<file path="config.mk">
export PLATFORM = sky130hd
export DESIGN_NAME = shift_arbiter
export DESIGN_NICKNAME = d
export VERILOG_FILES = /design/src/rtl/shift_arbiter.sv
export SDC_FILE = /design/constraint.sdc
export NUM_CORES = 1
export LEC_CHECK = 0
export CORE_UTILIZATION = 50
export DETAILED_ROUTE_END_ITERATION = 8
export GPL_ROUTABILITY_DRIVEN = 0
export MAX_ROUTING_LAYER = met4
export PLACE_DENSITY = 0.87
export SLEW_MARGIN = 20
export SYNTH_ARGS = -nofsm -noshare
export SYNTH_HDL_FRONTEND = slang
export SYNTH_HIERARCHICAL = 1
export SYNTH_SLANG_ARGS = --single-unit
</file>
<file path="constraint.sdc">
create_clock -name CLK -period 5.6 [get_ports CLK]
set_input_delay 0.56 -clock CLK [delete_from_list [all_inputs] [get_ports CLK]]
set_output_delay 0.56 -clock CLK [all_outputs]
set_load 0.01 [all_outputs]
</file>
<file path="src/rtl/shift_arbiter.sv">
// shift_arbiter: round-robin sharing of one 32-bit barrel shifter between the
// operand-2 path (port 0) and the load/store scaled-offset path (port 1).
// The 5-bit core shifter is extended here to full register-specified shift
// semantics (8-bit amount, carry-out), and one result is held in an output
// register behind a valid/ready handshake.

// Logarithmic 5-bit barrel shifter. Left shifts are done as a right shift of
// the bit-reversed operand so a single right-shifting network serves all four
// shift types. The carry output is only meaningful for a nonzero amount.
module shift_core (
  input  logic [31:0] in_data,
  input  logic [4:0]  amount,
  input  logic [1:0]  shift_type,
  output logic [31:0] out_data,
  output logic        carry
);

  localparam logic [1:0] LSL = 2'b00;
  localparam logic [1:0] ASR = 2'b10;
  localparam logic [1:0] ROR = 2'b11;

  logic        is_lsl;
  logic        is_ror;
  logic        fill_bit;
  logic [31:0] in_rev;
  logic [31:0] net_out;
  logic [31:0] net_rev;
  logic [31:0] stage [0:5];
  logic [4:0]  lsl_idx;
  logic [4:0]  rsh_idx;

  assign is_lsl   = (shift_type == LSL);
  assign is_ror   = (shift_type == ROR);
  // Only an arithmetic shift pulls in copies of the sign bit.
  assign fill_bit = (shift_type == ASR) && in_data[31];

  generate
    for (genvar gi = 0; gi < 32; gi++) begin : g_rev
      assign in_rev[gi]  = in_data[31-gi];
      assign net_rev[gi] = net_out[31-gi];
    end
  endgenerate

  assign stage[0] = is_lsl ? in_rev : in_data;

  // Stage gi conditionally shifts right by 2**gi; rotates wrap the low bits.
  generate
    for (genvar gi = 0; gi < 5; gi++) begin : g_stage
      localparam int S = 1 << gi;
      logic [31:0] shifted;
      assign shifted = is_ror ? {stage[gi][S-1:0], stage[gi][31:S]}
                              : {{S{fill_bit}}, stage[gi][31:S]};
      assign stage[gi+1] = amount[gi] ? shifted : stage[gi];
    end
  endgenerate

  assign net_out  = stage[5];
  assign out_data = is_lsl ? net_rev : net_out;

  // Carry is the last bit shifted out: in[32-n] for left, in[n-1] otherwise.
  always_comb begin
    lsl_idx = 5'd0 - amount;
    rsh_idx = amount - 5'd1;
    carry   = 1'b0;
    if (amount != 5'd0) begin
      carry = is_lsl ? in_data[lsl_idx] : in_data[rsh_idx];
    end
  end

endmodule

module shift_arbiter (
  input  logic        CLK,
  input  logic        Reset,
  input  logic        req0_valid,
  output logic        req0_ready,
  input  logic [7:0]  req0_amount,
  input  logic [1:0]  req0_type,
  input  logic [31:0] req0_in,
  input  logic        req0_cin,
  input  logic        req1_valid,
  output logic        req1_ready,
  input  logic [7:0]  req1_amount,
  input  logic [1:0]  req1_type,
  input  logic [31:0] req1_in,
  input  logic        req1_cin,
  output logic        out_valid,
  input  logic        out_ready,
  output logic [31:0] out_data,
  output logic        out_carry,
  output logic        out_port
);

  localparam logic [1:0] LSL = 2'b00;
  localparam logic [1:0] LSR = 2'b01;
  localparam logic [1:0] ASR = 2'b10;
  localparam logic [1:0] ROR = 2'b11;

  logic        out_valid_q, out_valid_d;
  logic [31:0] out_data_q,  out_data_d;
  logic        out_carry_q, out_carry_d;
  logic        out_port_q,  out_port_d;
  logic        last_grant_q, last_grant_d;

  logic        accept;
  logic        grant;
  logic        handshake;

  logic [7:0]  sel_amount;
  logic [1:0]  sel_type;
  logic [31:0] sel_in;
  logic        sel_cin;

  logic [31:0] core_data;
  logic        core_carry;
  logic [31:0] res_data;
  logic        res_carry;

  // Round-robin grant and combinational ready; nothing is accepted in reset.
  always_comb begin
    accept = !out_valid_q || out_ready;
    if (req0_valid && req1_valid) begin
      grant = !last_grant_q;
    end else begin
      grant = req1_valid;
    end
    req0_ready = !Reset && accept && req0_valid && !grant;
    req1_ready = !Reset && accept && req1_valid && grant;
    handshake  = req0_ready || req1_ready;
  end

  // Route the granted port's fields to the shared shifter and extension logic.
  always_comb begin
    sel_amount = grant ? req1_amount : req0_amount;
    sel_type   = grant ? req1_type   : req0_type;
    sel_in     = grant ? req1_in     : req0_in;
    sel_cin    = grant ? req1_cin    : req0_cin;
  end

  shift_core u_shift_core (
    .in_data    (sel_in),
    .amount     (sel_amount[4:0]),
    .shift_type (sel_type),
    .out_data   (core_data),
    .carry      (core_carry)
  );

  // Extend the 5-bit shifter to the full 8-bit amount: zero amount passes the
  // operand and incoming carry; amounts of 32 and above saturate per type.
  always_comb begin
    res_data  = core_data;
    res_carry = core_carry;
    if (sel_amount == 8'd0) begin
      res_data  = sel_in;
      res_carry = sel_cin;
    end else begin
      unique case (sel_type)
        LSL: begin
          if (|sel_amount[7:5]) begin
            res_data  = 32'd0;
            res_carry = (sel_amount == 8'd32) ? sel_in[0] : 1'b0;
          end
        end
        LSR: begin
          if (|sel_amount[7:5]) begin
            res_data  = 32'd0;
            res_carry = (sel_amount == 8'd32) ? sel_in[31] : 1'b0;
          end
        end
        ASR: begin
          if (|sel_amount[7:5]) begin
            res_data  = {32{sel_in[31]}};
            res_carry = sel_in[31];
          end
        end
        ROR: begin
          // A nonzero multiple of 32 is a full rotation: data unchanged,
          // carry is the bit that wrapped last.
          if (sel_amount[4:0] == 5'd0) begin
            res_data  = sel_in;
            res_carry = sel_in[31];
          end
        end
        default: begin
          res_data  = core_data;
          res_carry = core_carry;
        end
      endcase
    end
  end

  // Output register: load on handshake, drain on out_ready, otherwise hold.
  always_comb begin
    out_valid_d  = out_valid_q;
    out_data_d   = out_data_q;
    out_carry_d  = out_carry_q;
    out_port_d   = out_port_q;
    last_grant_d = last_grant_q;
    if (handshake) begin
      out_valid_d  = 1'b1;
      out_data_d   = res_data;
      out_carry_d  = res_carry;
      out_port_d   = grant;
      last_grant_d = grant;
    end else if (out_ready) begin
      out_valid_d  = 1'b0;
    end
  end

  // State update; last_grant resets to 1 so port 0 wins the first contention.
  always_ff @(posedge CLK) begin
    if (Reset) begin
      out_valid_q  <= 1'b0;
      out_data_q   <= 32'd0;
      out_carry_q  <= 1'b0;
      out_port_q   <= 1'b0;
      last_grant_q <= 1'b1;
    end else begin
      out_valid_q  <= out_valid_d;
      out_data_q   <= out_data_d;
      out_carry_q  <= out_carry_d;
      out_port_q   <= out_port_d;
      last_grant_q <= last_grant_d;
    end
  end

  assign out_valid = out_valid_q;
  assign out_data  = out_data_q;
  assign out_carry = out_carry_q;
  assign out_port  = out_port_q;

endmodule

</file>
==> summary.md <==
| Metric | Value |
|---|---|
| Flops & latches, synth | `36` |
| CP top delay family | `buffers and inverters` |
| First-pass DRT Iterations | `9` |
| CTS Buf Count | `5` |
| Setup Buffers After CTS | `0` |
| Fin. Hold Viols | `0` |
| Crit Path Category | `input port to register` |
| Sequential Area | `721 µm²` |
| Pin count of the biggest net entering global routing | `45` |
| XOR/XNOR share of the synthesized area | `0.00426` |
| Post-layout min period | `5370 ps` |
| DIE AREA | `12800 µm²` |
| Cell variety after synth | `73` |
| Max H-tree Level | `2` |
| Post-synth EDFFs | `0` |
| Core area | `12000 µm²` |
| Max cap viols | `0` |
| Worst setup SP type | `input port` |
| WL final | `24800 µm` |
| Die extent in x | `113 µm` |
| Syn nets | `799` |
| Post-synthesis cell count | `706` |
| Outcome | `finished, violations left` |
| PD cells | `230 nW/µm²` |
| P_leak | `2.69 nW` |
| Total vias in the final route | `7505` |
| Row count | `40` |
| Drt drc | `20` |
| Mux contribution to synthesized area | `0.375` |
| Initial Util | `0.514` |
| Worst skew pair latency | `280 ps` |
| Fmax | `0.186 GHz` |
| I/O Pins | `128` |
| Setup TNS | `0 ps` |
| DP HPWL | `17800 µm` |
| CP max-delay cell | `nor2b_1` |
| Routed wire per std cell | `26.5 µm` |
| Failing checks | `DRC` |
| Slew Limit Fails | `0` |
| Worst EP required | `5720 ps` |
| Synth Area in Adders | `0.00406` |
| CTS tree | `done` |
| Clk sinks | `36` |
| Post-Synth Simple-Gate Area | `0.130` |
| Cts repair resizes | `0` |
| Slew HR | `0.396` |
| Ys Warns | `6` |
| Multi-input gate area | `5110 µm²` |
| Commonest non-fill, non-tap cell in the layout | `clkdlybuf4s50_1` |
| CP Depth | `15` |
| Least-Margin Pin Slew | `905 ps` |
| Area Overhead vs Synth | `24.0%` |
| Final ANT Viol Nets | `0` |
| Main combinational cell family by area after synthesis | `multiplexers` |
| Crit Path Max Fanout | `44` |
| I/O Buffers | `127` |
| Worst Reg-to-Reg Cells | `14` |
| Setup WS pre-CTS | `132 ps` |
| WP buf/inv | `4` |
| Clock root buffer | `clkbuf_16` |
| First-pass GRT wire length | `38100 µm` |
| Vias per cell | `8.01` |
| Most frequent cells in the layout | `127 x clkdlybuf4s50_1, 65 x mux4_2, 56 x a21oi_1` |
| Layout cells sized above 1 | `0.206` |
| RSZ-0062 raised after global routing | `false` |
| Final setup viols | `0` |
| Maximum vdd drop | `0.154 mV` |
| Hold Path Depth | `2` |
| N_diodes | `0` |
| Final period util | `0.959` |
| Overall Global Routing Usage | `0.394` |
| Starting DRT DRC Count | `1697` |
| Deepest clock path buffer count | `2` |
| Worst min path class | `register to register` |
| CP endpoint kind | `register` |
| Reg clk slew, reported paths | `50 ps` |
| Slowest stage delay, CP | `730 ps` |
| Netlist Area Pre-Place | `6170 µm²` |
| Core Util, Final | `0.637` |
| Worst EP arrival | `5500 ps` |
| Post-synthesis sequential area ratio | `0.117` |
| Initial antenna violation count | `0` |
| Setup Skew | `3.59 ps` |
| Final net count | `882` |
| Power consumption | `1.76 mW` |
| Post-synth top flop | `dfxtp_1` |
| Die Ht | `113 µm` |
| Worst Setup Slack, final | `229 ps` |
| Overflow after GRT | `0` |
| Synth Area in Compound Gates | `0.307` |
| Async SR Flop Fraction | `0` |
| # fillers | `942` |
| Vias in the first global route | `7179` |
| Mapped Avg Cell Area | `8.74 µm²` |
| Crit path cell chain | `clkdlybuf4s50_1 -> a21boi_4 -> buf_4 -> mux2_2 -> buf_4 -> nor2b_1 -> inv_1 -> o22ai_1 -> a311oi_1 -> a221oi_1 -> a211oi_1 -> mux2_2 -> or3_1 -> o211ai_1 -> a21oi_1` |
| Hold buffers post-CTS | `0` |
==> routing by layer <==
metal  global-route usage  vias up  share of wire
met5                    -        -              0
met4                0.231        0          0.080
met3                0.132      236           0.16
met2                0.596      821           0.44
met1                0.455     3409           0.32
li1                     -     3039              -
==> tightest hold or removal path, delay by kind of cell, from the launching register on <==
kind	cells	cell delay, ps
AO/OA/AOI/OAI	1	60
flip-flops	1	310
AND/OR/NAND/NOR	1	60
==> cells by family after synthesis <==
logic type      Yosys count
flops                    36
compound gates          282
buf+inv                  84
simple gates            157
fa+ha+maj                 2
mux                     142
xor+xnor                  3
==> power breakdown <==
| group | total [mW] | switching (mW) | internal, mW |
|---|---|---|---|
| Combinational | 1.15 | 0.635 | 0.512 |
| Clock | 0.316 | 0.107 | 0.209 |
| Sequential | 0.298 | 0.0150 | 0.283 |
==> synthesized netlist by cell type (all sizes together), types with 7 or more instances <==
| library cell | number | area (µm²) |
|---|---|---|
| a211oi | 13 | 97.6 |
| a21oi | 57 | 289 |
| a221oi | 7 | 61.3 |
| a22oi | 21 | 158 |
| a31oi | 14 | 87.6 |
| and2 | 8 | 50.1 |
| buf | 29 | 176 |
| clkbuf | 43 | 161 |
| dfxtp | 36 | 721 |
| inv | 11 | 41.3 |
| mux2 | 47 | 529 |
| mux2i | 30 | 320 |
| mux4 | 65 | 1460 |
| nand2 | 49 | 184 |
| nand3 | 7 | 35.0 |
| nor2 | 33 | 126 |
| nor3 | 12 | 60.1 |
| o211ai | 24 | 180 |
| o21ai | 55 | 275 |
| o21bai | 11 | 82.6 |
| o221ai | 9 | 85.1 |
| o22ai | 24 | 150 |
| or3 | 22 | 138 |
==> final timing paths <==
| kind | slack [ps] | end | startpoint |
|---|---|---|---|
| setup / recovery | 230 | out_data[25]$_SDFFE_PP0P_ | req1_valid |
| hold / removal | 480 | out_data[31]$_SDFFE_PP0P_ | out_data[31]$_SDFFE_PP0P_ |
| setup reg to reg | 740 | out_data[25]$_SDFFE_PP0P_ | last_grant_q$_SDFFE_PP1P_ |
| hold reg to reg | 480 | out_data[31]$_SDFFE_PP0P_ | out_data[31]$_SDFFE_PP0P_ |
==> flip-flops by register name, summed over array words and instances, names as in the netlist <==
signal	cells
last_grant_q	1
out_valid	1
out_carry	1
out_port	1
out_data	32
==> per-stage QoR <==
| step | hold WS, ps | instances | area, µm² |
|---|---|---|---|
| floorplan | 466 | 706 | 6170 |
| global placement | 466 | 929 | 7470 |
| detailed placement | 476 | 929 | 7470 |
| CTS | 480 | 937 | 7630 |
| global route | 491 | 937 | 7650 |
| finish | 480 | 937 | 7650 |
==> cell type report <==
cell class	count	area share
multi-input combinational	586	0.668
timing repair buffer	148	0.187
sequential	36	0.0942
tap	147	0.0240
clock buffer	6	0.0168
inverter	12	0.00589
clock inverter	2	0.00458
Note: power is estimated with default switching activity, not from simulation.
==> RTL edit 1, RTL diff (config.mk and constraints unchanged) <==
`out_data_q` no longer has a reset.
--- a/src/rtl/shift_arbiter.sv
+++ b/src/rtl/shift_arbiter.sv
@@ -213,3 +213,2 @@
       out_valid_q  <= 1'b0;
-      out_data_q   <= 32'd0;
       out_carry_q  <= 1'b0;
@@ -219,3 +218,2 @@
       out_valid_q  <= out_valid_d;
-      out_data_q   <= out_data_d;
       out_carry_q  <= out_carry_d;
@@ -224,2 +222,6 @@
     end
+  end
+
+  always_ff @(posedge CLK) begin
+    out_data_q <= out_data_d;
   end
Function: differs if Reset is asserted again (counterexample within 4 cycles, from zero or initial values and one cycle with Reset high); with Reset held inactive, the same outputs for 4 cycles.
==> RTL edit 1 against the original RTL <==
The flow still finishes with violations (DRC). Non-clock buffer count decreased by 5. Routed wire length shrank 8.7%. Clock skew up 0.0066 ns. Final area decreased by 2.8%. Sequential cell count is the same. Power shrank 3.4%. Synthesized area is 3.0% lower. Maximum frequency increased by 4.4%. Setup slack gained 0.22 ns. Critical endpoint is now out_data[28]. Largest cell class unchanged. Largest power group unchanged.
==> RTL edit 1: results (changes against the original RTL) <==
yosys-top-cells-count: "nand2_1, nand3_1, mux4_2, mux2_2, a21oi_1"  # was mux4_2, a21oi_1, o21ai_0, nand2_1, mux2_2
min_to: "out_port"  # was out_data[31]
grtUsageTotal: 0.374  # was 0.394
grt_pass1_wl_um: 35400  # was 38100 µm
grt_use_met2: 0.554  # was 0.596
fmaxAchievable_mhz: 194  # was 186 MHz
synthFlopType: "edfxtp_1"  # was dfxtp_1
critical-path-top-delay-family: "compound AO/OA/AOI/OAI gates"  # was buffers and inverters
worst_slew_pin_slew_ns: 1.05  # was 0.905 ns
max_stage_delay_ns: 0.58  # was 0.73 ns
crit_path_max_fanout: 23  # was 44
post_synth_num_cell_types: 68  # was 73
r2r_cells: 13  # was 14
combPwrFrac: 0.641  # was 0.651
use_met1: 0.468  # was 0.455
endpoint: "out_data[28]"  # was out_data[25]
cp_data_arrival_time_ns: 5.28  # was 5.50 ns
drive_gt1_frac: 0.204  # was 0.206
synthMuxAreaShare: 0.386  # was 0.375
status: "complete, but fails checks"  # unchanged
syn_nets: 746  # was 799
wire_per_inst_um: 25.6  # was 26.5 µm
dp_cells: 877  # was 929
synth-xor-area-share: 0.00439  # was 0.00426
fin_worst_skew_ns: 0.0102  # was 0.00359 ns
drc: 58  # was 20
pre_cts_ws_ns: 0.287  # was 0.132 ns
cp_slowest_cell: "nor2_4"  # was nor2b_1
clk-power_uw: 265  # was 316 µW
design_power_total_mw: 1.70  # was 1.76 mW
irDropWorstVdd_uv: 115  # was 154 µV
synth-seq-area-share: 0.174  # was 0.117
min_from: "out_port"  # was out_data[31]
grt_pass1_vias: 6566  # was 7179
final_nets: 834  # was 882
num_vias: 6897  # was 7505
p_leak_nw: 2.67  # was 2.69 nW
synth_compound_area_frac: 0.210  # was 0.307
synth_area_leaders: "mux4_2, edfxtp_1, mux2_2"  # was mux4_2, dfxtp_1, mux2_2
violations: "DRC"  # unchanged
dpl_cell_area_um2: 7290  # was 7470 µm²
drtIter0Drc: 1508  # was 1697
nFillCells: 880  # was 942
synth_edf_count: 32  # was 0
==> RTL edit 1: cell types whose count changed in the layout (fill, tap and decap cells not counted), sizes merged, moves of 17 or more <==
| cell | before | now |
|---|---|---|
| or3 | 22 | 1 |
| nand3 | 7 | 66 |
| o211ai | 24 | 2 |
| edfxtp | 0 | 32 |
| nand2 | 49 | 76 |
| a21oi | 57 | 40 |
| o21ai | 55 | 24 |
| dfxtp | 36 | 4 |
==> RTL edit 1: area by class of cell <==
cell class / count / area (µm²) / area share
multi-input cells: 544 / 4630 / 0.623
diodes: 1 / 2.50 / 0.000337
flip-flops and latches: 36 / 1040 / 0.140
well taps: 143 / 179 / 0.0241
repair buffers: 143 / 1390 / 0.187
clock buffers: 5 / 125 / 0.0168
clock inverters: 3 / 18.8 / 0.00252
inverters: 11 / 41.3 / 0.00555
==> RTL edit 1: metal layers <==
metal,share of wire,up-vias
li1,-,2809
met1,0.34,3131
met2,0.43,765
met3,0.16,192
met4,0.071,0
met5,0,-
==> RTL edit 2, RTL diff (same settings) <==
Made on the original files. Make the reset (`Reset`) asynchronous in one clocked block.
--- a/src/rtl/shift_arbiter.sv
+++ b/src/rtl/shift_arbiter.sv
@@ -210,3 +210,3 @@
   // State update; last_grant resets to 1 so port 0 wins the first contention.
-  always_ff @(posedge CLK) begin
+  always_ff @(posedge CLK or posedge Reset) begin
     if (Reset) begin
Function: differs if Reset is asserted again (counterexample within 4 cycles, from zero or initial values and one cycle with Reset high); with Reset held inactive, the same outputs for 4 cycles.
==> RTL edit 2 against the original RTL <==
Synthesized cell count up 13%. Count of clock-buffer cells in the layout is 1 lower. Sequential share of layout area grew 2.2 points. Final area up 1.8%. Synthesized area increased by 3.0%. Routed wire length decreased by 4.2%. Highest routed layer unchanged. First-iteration DRC count down 15%. Power increased by 33%. Via count about the same. Setup slack better by 0.46 ns. Clock skew up 0.00061 ns. Sequential cell count unchanged.
==> RTL edit 2: results (changes against the original RTL) <==
status: "completed"  # was complete, but fails checks
final_nets: 968  # was 882
num_vias: 7504  # was 7505
synth_compound_area_frac: 0.289  # was 0.307
h-tree-depth: 2  # unchanged
synthMuxAreaShare: 0.293  # was 0.375
syn_nets: 888  # was 799
largest_reg_flops: 32  # unchanged
drtIter0Drc: 1443  # was 1697
dp_hpwl_um: 17200  # was 17800 µm
grt_pass1_vias: 7271  # was 7179
nFillCells: 1041  # was 942
ctsResizeCount: 0  # unchanged
synth-xor-area-share: 0.00414  # was 0.00426
cts_buffer_depth: 2  # unchanged
root_buffer: "clkbuf_16"  # unchanged
drive_gt1_frac: 0.142  # was 0.206
r2r_setup_slack_ns: 1.03  # was 0.74 ns
grt_max_degree: 50  # was 45
irDropWorstVdd_uv: 166  # was 154 µV
postCtsSetupRepairBufs: 0  # unchanged
clk_pin_slew_worst_paths_ns: 0.06
post_synth_num_cell_types: 71  # was 73
io_buffer_count: 127  # unchanged
wire_per_inst_um: 22.8  # was 26.5 µm
dpl_cell_area_um2: 7620  # was 7470 µm²
p_leak_nw: 3.02  # was 2.69 nW
antenna_found_initial: 0  # unchanged
grtUsageTotal: 0.388  # was 0.394
yosysWarnings: 6  # unchanged
synthFlopType: "dfrtp_1"  # was dfxtp_1
synthAdderAreaFrac: 0.00394  # was 0.00406
grt_pass1_wl_um: 38400  # was 38100 µm
fin_worst_skew_ns: 0.00420  # was 0.00359 ns
max_stage_delay_ns: 0.76  # was 0.73 ns
cp_slowest_cell: "a211oi_1"  # was nor2b_1
critical-path-top-delay-family: "compound AO/OA/AOI/OAI gates"  # was buffers and inverters
cp_data_arrival_time_ns: 5.13  # was 5.50 ns
synth_area_leaders: "mux4_2, dfrtp_1, nand2_1"  # was mux4_2, dfxtp_1, mux2_2
crit_path_max_fanout: 45  # was 44
firstDrtPassIters: 9  # unchanged
yosys-top-cells-count: "nand2_1, a21oi_1, mux4_2, nor2_1, dfrtp_1"  # was mux4_2, a21oi_1, o21ai_0, nand2_1, mux2_2
cts_buffers: 5  # unchanged
synth-seq-area-share: 0.142  # was 0.117
hold_class: "reg -> reg"  # unchanged
ys_async_sr_fraction: 1.00  # was 0
max_slew_margin: 0.399  # was 0.396
## RTL edit 2: cell types whose count changed after synthesis, moves of 19 or more
cell,before,now
nand2_1,49,218
dfxtp_1,36,0
o21ai_0,51,22
mux2_2,47,12
o22a_1,1,31
or3_1,22,3
dfrtp_1,0,35
o211ai_1,24,4
## RTL edit 2: worst paths after layout
check | from | endpoint | depth (start not counted)
hold reg to reg | out_port | out_port | 1
min in group asynchronous | Reset | out_data[0] | 2
max in group asynchronous | Reset | out_data[25] | 3
hold / removal | out_port | out_port | 1
setup / recovery | req0_valid | out_data[26] | 16
setup reg to reg | last_grant_q | out_data[26] | 15
## RTL edit 2: report_power, final
group / leakage, nW / total [mW] / switching, mW / internal (mW)
registers: 0.415 / 0.373 / 0.0436 / 0.329
clock network: 0.0798 / 0.314 / 0.105 / 0.209
logic: 2.52 / 1.65 / 0.916 / 0.736
## RTL edit 2: kinds of logic after synthesis
| group | Yosys count |
|---|---|
| AO/OA/AOI/OAI | 259 |
| XOR/XNOR | 3 |
| adder cells (fa/ha/maj) | 2 |
| buffers and inverters | 83 |
| flip-flops | 36 |
| multiplexers | 103 |
| AND/OR/NAND/NOR | 309 |
## RTL edit 2: final cells by class
class / instances / area [µm²] / share of cell area
multi-input combinational: 676 / 5070 / 0.650
timing repair buffer: 144 / 1400 / 0.180
sequential: 36 / 902 / 0.116
tap: 168 / 210 / 0.0270
clock buffer: 5 / 125 / 0.0161
inverter: 12 / 45.0 / 0.00578
clock inverter: 3 / 42.5 / 0.00546
## RTL edit 2: per-layer routing
layer | up-vias | track usage | share of wire
met2 | 757 | 0.556 | 0.43
met4 | 0 | 0.246 | 0.078
li1 | 3193 | - | -
met5 | - | - | 0
met3 | 202 | 0.121 | 0.15
met1 | 3352 | 0.475 | 0.34
## RTL edit 2: per-stage QoR
| stage | std cells | hold slack [ns] | setup WS (ns) |
|---|---|---|---|
| final | 1044 | 0.486 | 0.685 |
| after global routing | 1044 | 0.522 | 0.384 |
| after CTS | 1044 | 0.489 | 0.851 |
| after detailed placement | 1036 | 0.472 | 0.601 |
| after global placement | 1036 | 0.479 | 0.665 |
| after floorplan | 795 | 0.517 | 1.05 |
